$ cat config.mk
export PLATFORM = sky130hd
export DESIGN_NAME = spm_datapath_gen
export DESIGN_NICKNAME = d
export VERILOG_FILES = /design/src/rtl/spm_dp_pkg.sv /design/src/rtl/spm_dp_mul.sv /design/src/rtl/spm_datapath_gen.sv
export SDC_FILE = /design/constraint.sdc
export NUM_CORES = 1
export LEC_CHECK = 0
export CORE_MARGIN = 3
export CORE_UTILIZATION = 33
export CTS_BUF_LIST = sky130_fd_sc_hd__clkbuf_8
export DETAILED_ROUTE_END_ITERATION = 8
export SYNTH_ARGS = -nofsm -noshare
export SYNTH_HDL_FRONTEND = slang
export SYNTH_HIERARCHICAL = 1
export SYNTH_SLANG_ARGS = --single-unit
$ cat constraint.sdc
create_clock -name clk -period 7.9 [get_ports clk]
set_input_delay 1.58 -clock clk [delete_from_list [all_inputs] [get_ports clk]]
set_output_delay 1.58 -clock clk [all_outputs]
set_load 0.005 [all_outputs]
$ cat src/rtl/spm_dp_pkg.sv
// Shared encodings for the SPM datapath: ALU opcodes, bus_2 sources, multiplier states.
package spm_dp_pkg;

   localparam logic [3:0] ALU_NOP = 4'd0;
   localparam logic [3:0] ALU_ADD = 4'd1;
   localparam logic [3:0] ALU_SUB = 4'd2;
   localparam logic [3:0] ALU_AND = 4'd3;
   localparam logic [3:0] ALU_NOT = 4'd4;
   localparam logic [3:0] ALU_OR  = 4'd5;
   localparam logic [3:0] ALU_XOR = 4'd6;
   localparam logic [3:0] ALU_SHL = 4'd7;
   localparam logic [3:0] ALU_SHR = 4'd8;
   localparam logic [3:0] ALU_MUL = 4'd9;

   localparam logic [1:0] B2_ALU  = 2'd0;
   localparam logic [1:0] B2_BUS1 = 2'd1;
   localparam logic [1:0] B2_MEM  = 2'd2;
   localparam logic [1:0] B2_ZERO = 2'd3;

   typedef enum logic [1:0] {
      MUL_IDLE = 2'd0,
      MUL_RUN  = 2'd1,
      MUL_DONE = 2'd2
   } mul_state_t;

endpackage

$ cat src/rtl/spm_dp_mul.sv
// Shift-add multiplier: one multiplier bit per RUN cycle, DW RUN cycles, one DONE cycle.
module spm_dp_mul
   import spm_dp_pkg::*;
#(
   parameter int unsigned DW = 8
) (
   input  logic            clk,
   input  logic            rst,
   input  logic            start,
   input  logic [DW-1:0]   a,
   input  logic [DW-1:0]   b,
   output logic            busy,
   output logic            done,
   output logic [2*DW-1:0] product
);

   localparam int unsigned CW = $clog2(DW);

   mul_state_t      state, state_next;
   logic [2*DW-1:0] mcand, acc, acc_next;
   logic [DW-1:0]   mplier;
   logic [CW-1:0]   count;
   logic            last;

   assign last     = (count == CW'(DW - 1));
   assign acc_next = acc + (mplier[0] ? mcand : '0);

   always_ff @(posedge clk or negedge rst) begin
      if (!rst) state <= MUL_IDLE;
      else      state <= state_next;
   end

   always_comb begin
      state_next = state;
      busy       = 1'b0;
      done       = 1'b0;
      case (state)
         MUL_IDLE: if (start) state_next = MUL_RUN;
         MUL_RUN: begin
            busy = 1'b1;
            if (last) state_next = MUL_DONE;
         end
         MUL_DONE: begin
            done       = 1'b1;
            state_next = MUL_IDLE;
         end
         default: state_next = MUL_IDLE;
      endcase
   end

   // Product is only written on the last RUN cycle, so it holds between completions.
   always_ff @(posedge clk or negedge rst) begin
      if (!rst) begin
         mcand   <= '0;
         mplier  <= '0;
         acc     <= '0;
         count   <= '0;
         product <= '0;
      end else begin
         case (state)
            MUL_IDLE: if (start) begin
               mcand  <= (2*DW)'(a);
               mplier <= b;
               acc    <= '0;
               count  <= '0;
            end
            MUL_RUN: begin
               acc    <= acc_next;
               mcand  <= mcand << 1;
               mplier <= mplier >> 1;
               count  <= count + CW'(1);
               if (last) product <= acc_next;
            end
            default: ;
         endcase
      end
   end

endmodule

$ cat src/rtl/spm_datapath_gen.sv
// SPM CPU datapath: register file, PC/IR/Y/ADDR, Z/C/N flags and ALU.
// Define DP_MUL_EN to build the multi-cycle multiplier behind ALU op MUL.
module spm_datapath_gen
   import spm_dp_pkg::*;
#(
   parameter  int unsigned DW   = 8,
   parameter  int unsigned NREG = 4,
   localparam int unsigned SW   = $clog2(NREG + 1)
) (
   input  logic            clk,
   input  logic            rst,
   input  logic [NREG-1:0] load_reg,
   input  logic            load_pc,
   input  logic            inc_pc,
   input  logic            load_ir,
   input  logic            load_y,
   input  logic            load_addr,
   input  logic            load_flags,
   input  logic [SW-1:0]   sel_bus1,
   input  logic [1:0]      sel_bus2,
   input  logic [3:0]      alu_op,
   input  logic            mul_start,
   input  logic [DW-1:0]   mem_word,
   output logic [DW-1:0]   bus_1,
   output logic [DW-1:0]   ir_out,
   output logic [DW-1:0]   addr_out,
   output logic            z_out,
   output logic            c_out,
   output logic            n_out,
   output logic            mul_busy,
   output logic            mul_done
);

   logic [DW-1:0]   regs [NREG];
   logic [DW-1:0]   pc, y, bus_2, alu_res;
   logic            alu_c;
   logic [DW:0]     sum, diff;
   logic [2*DW-1:0] mul_product;

`ifdef DP_MUL_EN
   spm_dp_mul #(.DW(DW)) u_mul (
      .clk     (clk),
      .rst     (rst),
      .start   (mul_start),
      .a       (y),
      .b       (bus_1),
      .busy    (mul_busy),
      .done    (mul_done),
      .product (mul_product)
   );
`else
   logic unused_mul_start;
   assign unused_mul_start = mul_start;
   assign mul_busy         = 1'b0;
   assign mul_done         = 1'b0;
   assign mul_product      = '0;
`endif

   always_comb begin
      bus_1 = '0;
      for (int unsigned i = 0; i < NREG; i++)
         if (sel_bus1 == SW'(i)) bus_1 = regs[i];
      if (sel_bus1 == SW'(NREG)) bus_1 = pc;
   end

   always_comb begin
      case (sel_bus2)
         B2_ALU:  bus_2 = alu_res;
         B2_BUS1: bus_2 = bus_1;
         B2_MEM:  bus_2 = mem_word;
         B2_ZERO: bus_2 = '0;
         default: bus_2 = '0;
      endcase
   end

   assign sum  = {1'b0, y} + {1'b0, bus_1};
   assign diff = {1'b0, bus_1} - {1'b0, y};

   always_comb begin
      alu_res = '0;
      alu_c   = 1'b0;
      case (alu_op)
         ALU_ADD: {alu_c, alu_res} = sum;
         ALU_SUB: {alu_c, alu_res} = diff;
         ALU_AND: alu_res = y & bus_1;
         ALU_NOT: alu_res = ~bus_1;
         ALU_OR:  alu_res = y | bus_1;
         ALU_XOR: alu_res = y ^ bus_1;
         ALU_SHL: begin
            alu_res = {bus_1[DW-2:0], 1'b0};
            alu_c   = bus_1[DW-1];
         end
         ALU_SHR: begin
            alu_res = {1'b0, bus_1[DW-1:1]};
            alu_c   = bus_1[0];
         end
         ALU_MUL: begin
            alu_res = mul_product[DW-1:0];
            alu_c   = |mul_product[2*DW-1:DW];
         end
         default: ;
      endcase
   end

   always_ff @(posedge clk or negedge rst) begin
      if (!rst) begin
         for (int unsigned i = 0; i < NREG; i++) regs[i] <= '0;
         pc       <= '0;
         ir_out   <= '0;
         y        <= '0;
         addr_out <= '0;
         z_out    <= 1'b0;
         c_out    <= 1'b0;
         n_out    <= 1'b0;
      end else begin
         for (int unsigned i = 0; i < NREG; i++)
            if (load_reg[i]) regs[i] <= bus_2;
         if (load_pc)     pc <= bus_2;
         else if (inc_pc) pc <= pc + DW'(1);
         if (load_ir)   ir_out   <= bus_2;
         if (load_y)    y        <= bus_2;
         if (load_addr) addr_out <= bus_2;
         // Flags are frozen while the multiplier runs so the product's flags are not overwritten.
         if (load_flags && !mul_busy) begin
            z_out <= (alu_res == '0);
            c_out <= alu_c;
            n_out <= alu_res[DW-1];
         end
      end
   end

endmodule

### Word level (Yosys, flattened, before mapping)

Cells that the tools add are included.

| cells by class | value |
|---|---|
| bitwise gates (word level) | 4 |
| eq/ne operators | 15 |
| reductions and logical operators | 4 |
| add/subtract/negate cells | 3 |
| mux-type cells | 10 |

Operators by type and width:

| operator | count |
|---|---|
| $pmux W8 S8 | 1 |
| $mux W8 | 7 |
| $pmux W8 S4 | 1 |
| $eq A4 B3 Y1 const B | 4 |
| $add A8 B8 Y9 | 1 |
| $sub A8 B8 Y9 | 1 |
| $add A8 B1 Y8 const B | 1 |
| $and A8 B8 Y8 | 1 |
| $eq A4 B2 Y1 const B | 2 |
| $logic_not A8 Y1 | 1 |
| $not A8 Y8 | 1 |
| $or A8 B8 Y8 | 1 |
| $xor A8 B8 Y8 | 1 |
| $eq A3 B2 Y1 const B | 2 |
| $eq A2 B2 Y1 const B | 2 |
| $eq A4 B1 Y1 const B | 1 |
| $eq A4 B4 Y1 const B | 1 |
| $pmux W1 S4 | 1 |
| $eq A3 B1 Y1 const B | 1 |
| $eq A3 B3 Y1 const B | 1 |
| $logic_not A3 Y1 | 1 |
| $eq A2 B1 Y1 const B | 1 |
| $logic_not A2 Y1 | 1 |
| $reduce_bool A2 Y1 | 1 |

| word-level totals | value |
|---|---|
| register bits after elaboration | 67 |

### Depth between registers and ports, before layout

| depth | value |
|---|---|
| depth after elaboration | 10 |
| depth in mapped cells | 15 |

### Worst setup path before layout

Ideal clock, no wire load.

| path | value |
|---|---|
| path kind | in2reg |
| start point | input sel_bus1[0] |
| end point | register z_out |
| path slack | 3.291 ns |
| cell stages on the path | 15 |
| data arrival time | 4.506 ns |
| data required time | 7.796 ns |
| path through | buf_6 -> buf_2 -> mux2i_1 -> nand2_1 -> a21oi_1 -> inv_1 -> ha_1 -> fa_1 -> xor2_1 -> o22ai_1 -> a211o_1 -> a2111oi_2 -> nor4b_1 -> nand4_1 -> o41ai_2 |

| between the ends | value |
|---|---|
| word-level cells in the longest chain between the ends | 9 |
| elaborated cells on any way between the ends | 18 |
| those cells by class | add/sub (2); eq/ne (4); mux (6); bitwise (4); reduce/logical (2) |

Ends and longest elaborated chain:

| element | line | RTL |
|---|---|---|
| from (decl) | spm_datapath_gen.sv:19 | `input logic [SW-1:0] sel_bus1,` |
| $logic_not A3 Y1 | spm_datapath_gen.sv:62 | `if (sel_bus1 == SW'(i)) bus_1 = regs[i];` |
| $mux W8 (4 in a row) | spm_datapath_gen.sv:62 |  |
| $mux W8 * | spm_datapath_gen.sv:63 | `if (sel_bus1 == SW'(NREG)) bus_1 = pc;` |
| via bus_1[0] | spm_datapath_gen.sv:24 | `output logic [DW-1:0] bus_1,` |
| $sub A8 B8 Y9, or another cell as far along | spm_datapath_gen.sv:77 | `assign diff = {1'b0, bus_1} - {1'b0, y};` |
| $pmux W8 S8 * | spm_datapath_gen.sv:82 | `case (alu_op)` |
| $logic_not A8 Y1 * | spm_datapath_gen.sv:125 | `z_out <= (alu_res == '0);` |
| to (signal assigned) | spm_datapath_gen.sv:125 |  |
| to (decl) | spm_datapath_gen.sv:27 | `output logic z_out,` |

The timed path passes the listed nets; every way through them passes the cells marked *.
A chain may end at the register's enable or synchronous reset.

### Worst setup path after layout

| path | value |
|---|---|
| start point | input sel_bus1[2] |
| end point | register pc[4] |

| between the ends | value |
|---|---|
| word-level cells in the longest chain between the ends | 10 |
| elaborated cells on any way between the ends | 19 |
| those cells by class | add/sub (2); eq/ne (4); mux (8); bitwise (4); reduce/logical (1) |

Ends and longest elaborated chain:

| element | line | RTL |
|---|---|---|
| $logic_not A3 Y1 | spm_datapath_gen.sv:62 |  |
| $mux W8 (4 in a row) | spm_datapath_gen.sv:62 |  |
| $mux W8 * | spm_datapath_gen.sv:63 |  |
| $sub A8 B8 Y9, or another cell as far along | spm_datapath_gen.sv:77 |  |
| $pmux W8 S8 | spm_datapath_gen.sv:82 |  |
| $pmux W8 S4 * | spm_datapath_gen.sv:67 | `case (sel_bus2)` |
| $mux W8 * | spm_datapath_gen.sv:118 | `if (load_pc) pc <= bus_2;` |
| to (signal assigned) | spm_datapath_gen.sv:118 |  |
| to (signal assigned) | spm_datapath_gen.sv:119 | `else if (inc_pc) pc <= pc + DW'(1);` |
| to (decl) | spm_datapath_gen.sv:35 | `logic [DW-1:0] pc, y, bus_2, alu_res;` |

Mark *: on every way between the ends. The rest lies on a longest branch, timed or not.

==> flow_metrics.py <==
metrics = {
    "die": {
        "start_util_pct": 33.9,
        "die_y_um": 123,
        "core-area_um2": 13300,
        "row_count": 42,
        "die-width_um": 123,
        "die_area_um2": 15100,
        "ios": 59,
    },
    "setup_path": {
        "rrSetupSlack_ns": 3.95,
        "cp.arrival_ns": 6.29,
        "crit_top_cell": "a21oi_1",
        "critPathBufInv": 2,
        "path_max_fanout": 22,
        "crit_required_ns": 8.10,
        "slowest_stage": "clkdlybuf4s50_1",
        "start_kind": "input port",
        "critical_path.top_delay_family": "compound AO/OA/AOI/OAI gates",
        "crit_chain": "clkdlybuf4s50_1 > nor2b_1 > a32o_1 > a21oi_1 > inv_1 > ha_1 > fa_1 > nand2b_1 > a21oi_1 > a221oi_1 > a31oi_1 > a2111oi_0 > o31a_2 > a21oi_1",
        "worstSetupPathType": "in -> reg",
        "reg2reg_from": "pc[0]$_DFFE_PN0P_",
        "endpoint_kind": "flip-flop",
        "ff2ff_path_depth": 12,
        "worst_path_largest_cell_delay_ns": 1.05,
        "r2r_end": "pc[4]$_DFFE_PN0P_",
    },
    "cts": {
        "clk_pin_slew_worst_paths_ns": 0.07,
        "cts_root_buf": "clkbuf_8",
        "clock_latency_ns": 0.34,
        "cts_tree": "yes",
        "cts_buffer_depth": 2,
        "cts_resized": 0,
        "cts_setup_buffers": 0,
        "cts_buffers": 9,
        "cts_max_level": 3,
        "hold_buffers": 0,
        "clkSinkCount": 67,
    },
    "synthesis": {
        "yosys_warnings": 6,
        "ys_top_cells_by_area": "dfrtp_1, a21oi_1, ha_1, nor2_1, a31oi_1",
        "syn_inst": 514,
        "synthArstFlopShare_pct": 100,
        "syn_avg_cell_area_um2": 8.80,
        "syn_area_um2": 4520,
        "synthFlopType": "dfrtp_1",
        "netlist.area_leader.share_pct": 37.1,
        "ys_seq_area_share_pct": 37.1,
        "synth_edf_count": 0,
        "yosysTopAreaCell": "dfrtp_1",
        "yosys_register_bits": 67,
        "yosysUniqueCellTypes": 70,
    },
    "place": {
        "pre_cts_ws_ns": 1.56,
        "hpwl_um": 9990,
        "port_buffers": 55,
        "dp.cells": 714,
        "gp_congestion": 0.982,
    },
    "detailed_routing": {
        "detail-route-antenna-nets": 0,
        "dr.pass1.iters": 6,
        "route.detailed.wl_per_inst_um": 18.5,
        "wirelength_um": 13500,
        "drc": 0,
        "routed_via_density": 5.53,
        "drt_iter0_drc": 417,
        "vias": 4033,
    },
    "grt": {
        "grt_usage_pct": 18.5,
        "grt_pass1_wl_um": 21700,
        "grt_busiest_layer": "met2",
        "grtUsageMet2_pct": 29.1,
        "antenna_found_initial": 0,
        "gr-usage-met1_pct": 25.9,
        "overflow": 0,
        "grtUsageMet3_pct": 3.11,
        "first_global_vias": 4049,
        "grt_max_degree": 68,
    },
    "power": {
        "ir_drop_mv": 0.120,
        "p_leak_uw": 0.00223,
        "powerDensity_nw_per_um2": 192,
    },
    "timing": {
        "relSlewSlack_pct": 41.1,
        "period_minus_slack_ns": 6.10,
        "final_max_slew_viol_count": 0,
        "tightest_slew_ns": 0.881,
        "rsz0062_at_grt": "no",
        "skew_ns": 0.0113,
        "finalCritPeriodShare_pct": 77.2,
        "setup_tns_ns": 0,
        "setup_viol": 0,
        "hold_viol_final": 0,
        "max_clock_freq_mhz": 164,
        "fin_ws_ns": 1.80,
    },
    "worst_hold_path": {
        "hold_start": "c_out$_DFFE_PN0P_",
        "hold-path-endpoint": "c_out$_DFFE_PN0P_",
        "hold_path_class": "reg -> reg",
        "holdPathStages": 1,
    },
    "layout": {
        "layout.nets": 607,
        "fill_cells": 1378,
        "multi_input_area_um2": 2580,
        "diodes": 0,
        "post_layout_nonfiller_instances": 729,
        "register_area_um2": 1680,
        "area_growth_pct": 17.0,
        "layout-drive-gt1-share_pct": 6.69,
    },
    "status": {
        "status": "completed",
    },
    "run": {
        "cap_violations": 0,
    },
}
## kinds of logic (layout without fill, tap and decap cells)
family	after synthesis	in the layout	synth area share [%]
AO/OA/AOI/OAI	172	172	26.5
XOR/XNOR	10	10	1.94
adder cells (fa/ha/maj)	28	28	8.08
buffers and inverters	58	96	5.86
flip-flops	67	67	37.1
multiplexers	12	12	2.93
other	1	2	0.0829
AND/OR/NAND/NOR	166	166	17.5
## per-stage QoR
stage	util (%)	hold WS, ns	total power, µW	cell area [µm²]
global route	39.7	0.513	1080	5290
finish	39.7	0.495	1010	5290
detailed placement	38.5	0.480	780	5130
CTS	39.7	0.496	1020	5290
floorplan	-	0.474	648	4530
global placement	38.5	0.478	773	5130
## worst max path at each step
stage / from / endpoint / cells after the start
global placement: sel_bus1[2] / ir_out[7]$_DFFE_PN0P_ / 13
detailed placement: sel_bus1[2] / regs[20]$_DFFE_PN0P_ / 14
CTS: sel_bus1[2] / ir_out[7]$_DFFE_PN0P_ / 13
finish: sel_bus1[2] / pc[4]$_DFFE_PN0P_ / 14
global route: sel_bus1[2] / regs[10]$_DFFE_PN0P_ / 14
floorplan: sel_bus1[0] / z_out$_DFFE_PN0P_ / 15
## routing by layer
layer	share of wire (%)	wire, µm
met5	0	0
met4	2.4	328
met3	5.2	706
met2	45	6120
met1	47	6320
## cells in the final DEF, fill, tap and decap left out, drive strengths merged, types with 7 or more instances in the layout
master         count
a21oi             71
nand2             18
dfrtp             67
o21ai             12
nand2b             8
mux2i              8
clkbuf            10
ha                26
nor2              85
a31oi             19
nor2b             11
inv               26
nand3b             9
a211oi             7
clkdlybuf4s50     54
## cells in the mapped netlist, types with 4 or more instances
| cell | count |
|---|---|
| dfrtp_1 | 67 |
| a22oi_1 | 4 |
| o211ai_1 | 6 |
| mux2i_1 | 8 |
| nand2_1 | 18 |
| clkbuf_1 | 10 |
| buf_2 | 8 |
| nand3b_1 | 9 |
| a21oi_1 | 68 |
| a31oi_1 | 19 |
| and3_1 | 6 |
| nor2_1 | 85 |
| a2bb2oi_1 | 5 |
| nand4_1 | 5 |
| o22ai_1 | 5 |
| xor2_1 | 4 |
| a211oi_1 | 6 |
| buf_4 | 4 |
| buf_1 | 9 |
| ha_1 | 26 |
| nor2b_1 | 11 |
| nor3_1 | 5 |
| inv_1 | 23 |
| o21ai_0 | 11 |
| nand3_1 | 6 |
| nand2b_1 | 8 |
| xnor2_1 | 6 |
## flip-flops by register name (all words and copies together), names as in the netlist
name	count
addr_out	8
n_out	1
ir_out	8
pc	8
c_out	1
z_out	1
regs	32
y	8
## worst register-to-register path: cells and delay by family (launching register included)
kind	cells	cell delay, ns
AOI/OAI and AO/OA	8	2.27
adders and majority gates	2	0.74
buffers and inverters	1	0.28
DFF	1	0.43
and+or+nand+nor	1	0.11
## report_power, final
part / switching (µW) / internal, µW
combinational: 201 / 153
clock: 121 / 117
sequential: 33.5 / 390
## cell type report
class | count | area share, %
multi-input combinational | 390 | 48.8
sequential | 67 | 31.7
tap | 176 | 4.16
timing repair buffer | 57 | 10.6
clock inverter | 5 | 0.449
inverter | 24 | 1.70
clock buffer | 10 | 2.60
Power figures use the tool's default switching activity.
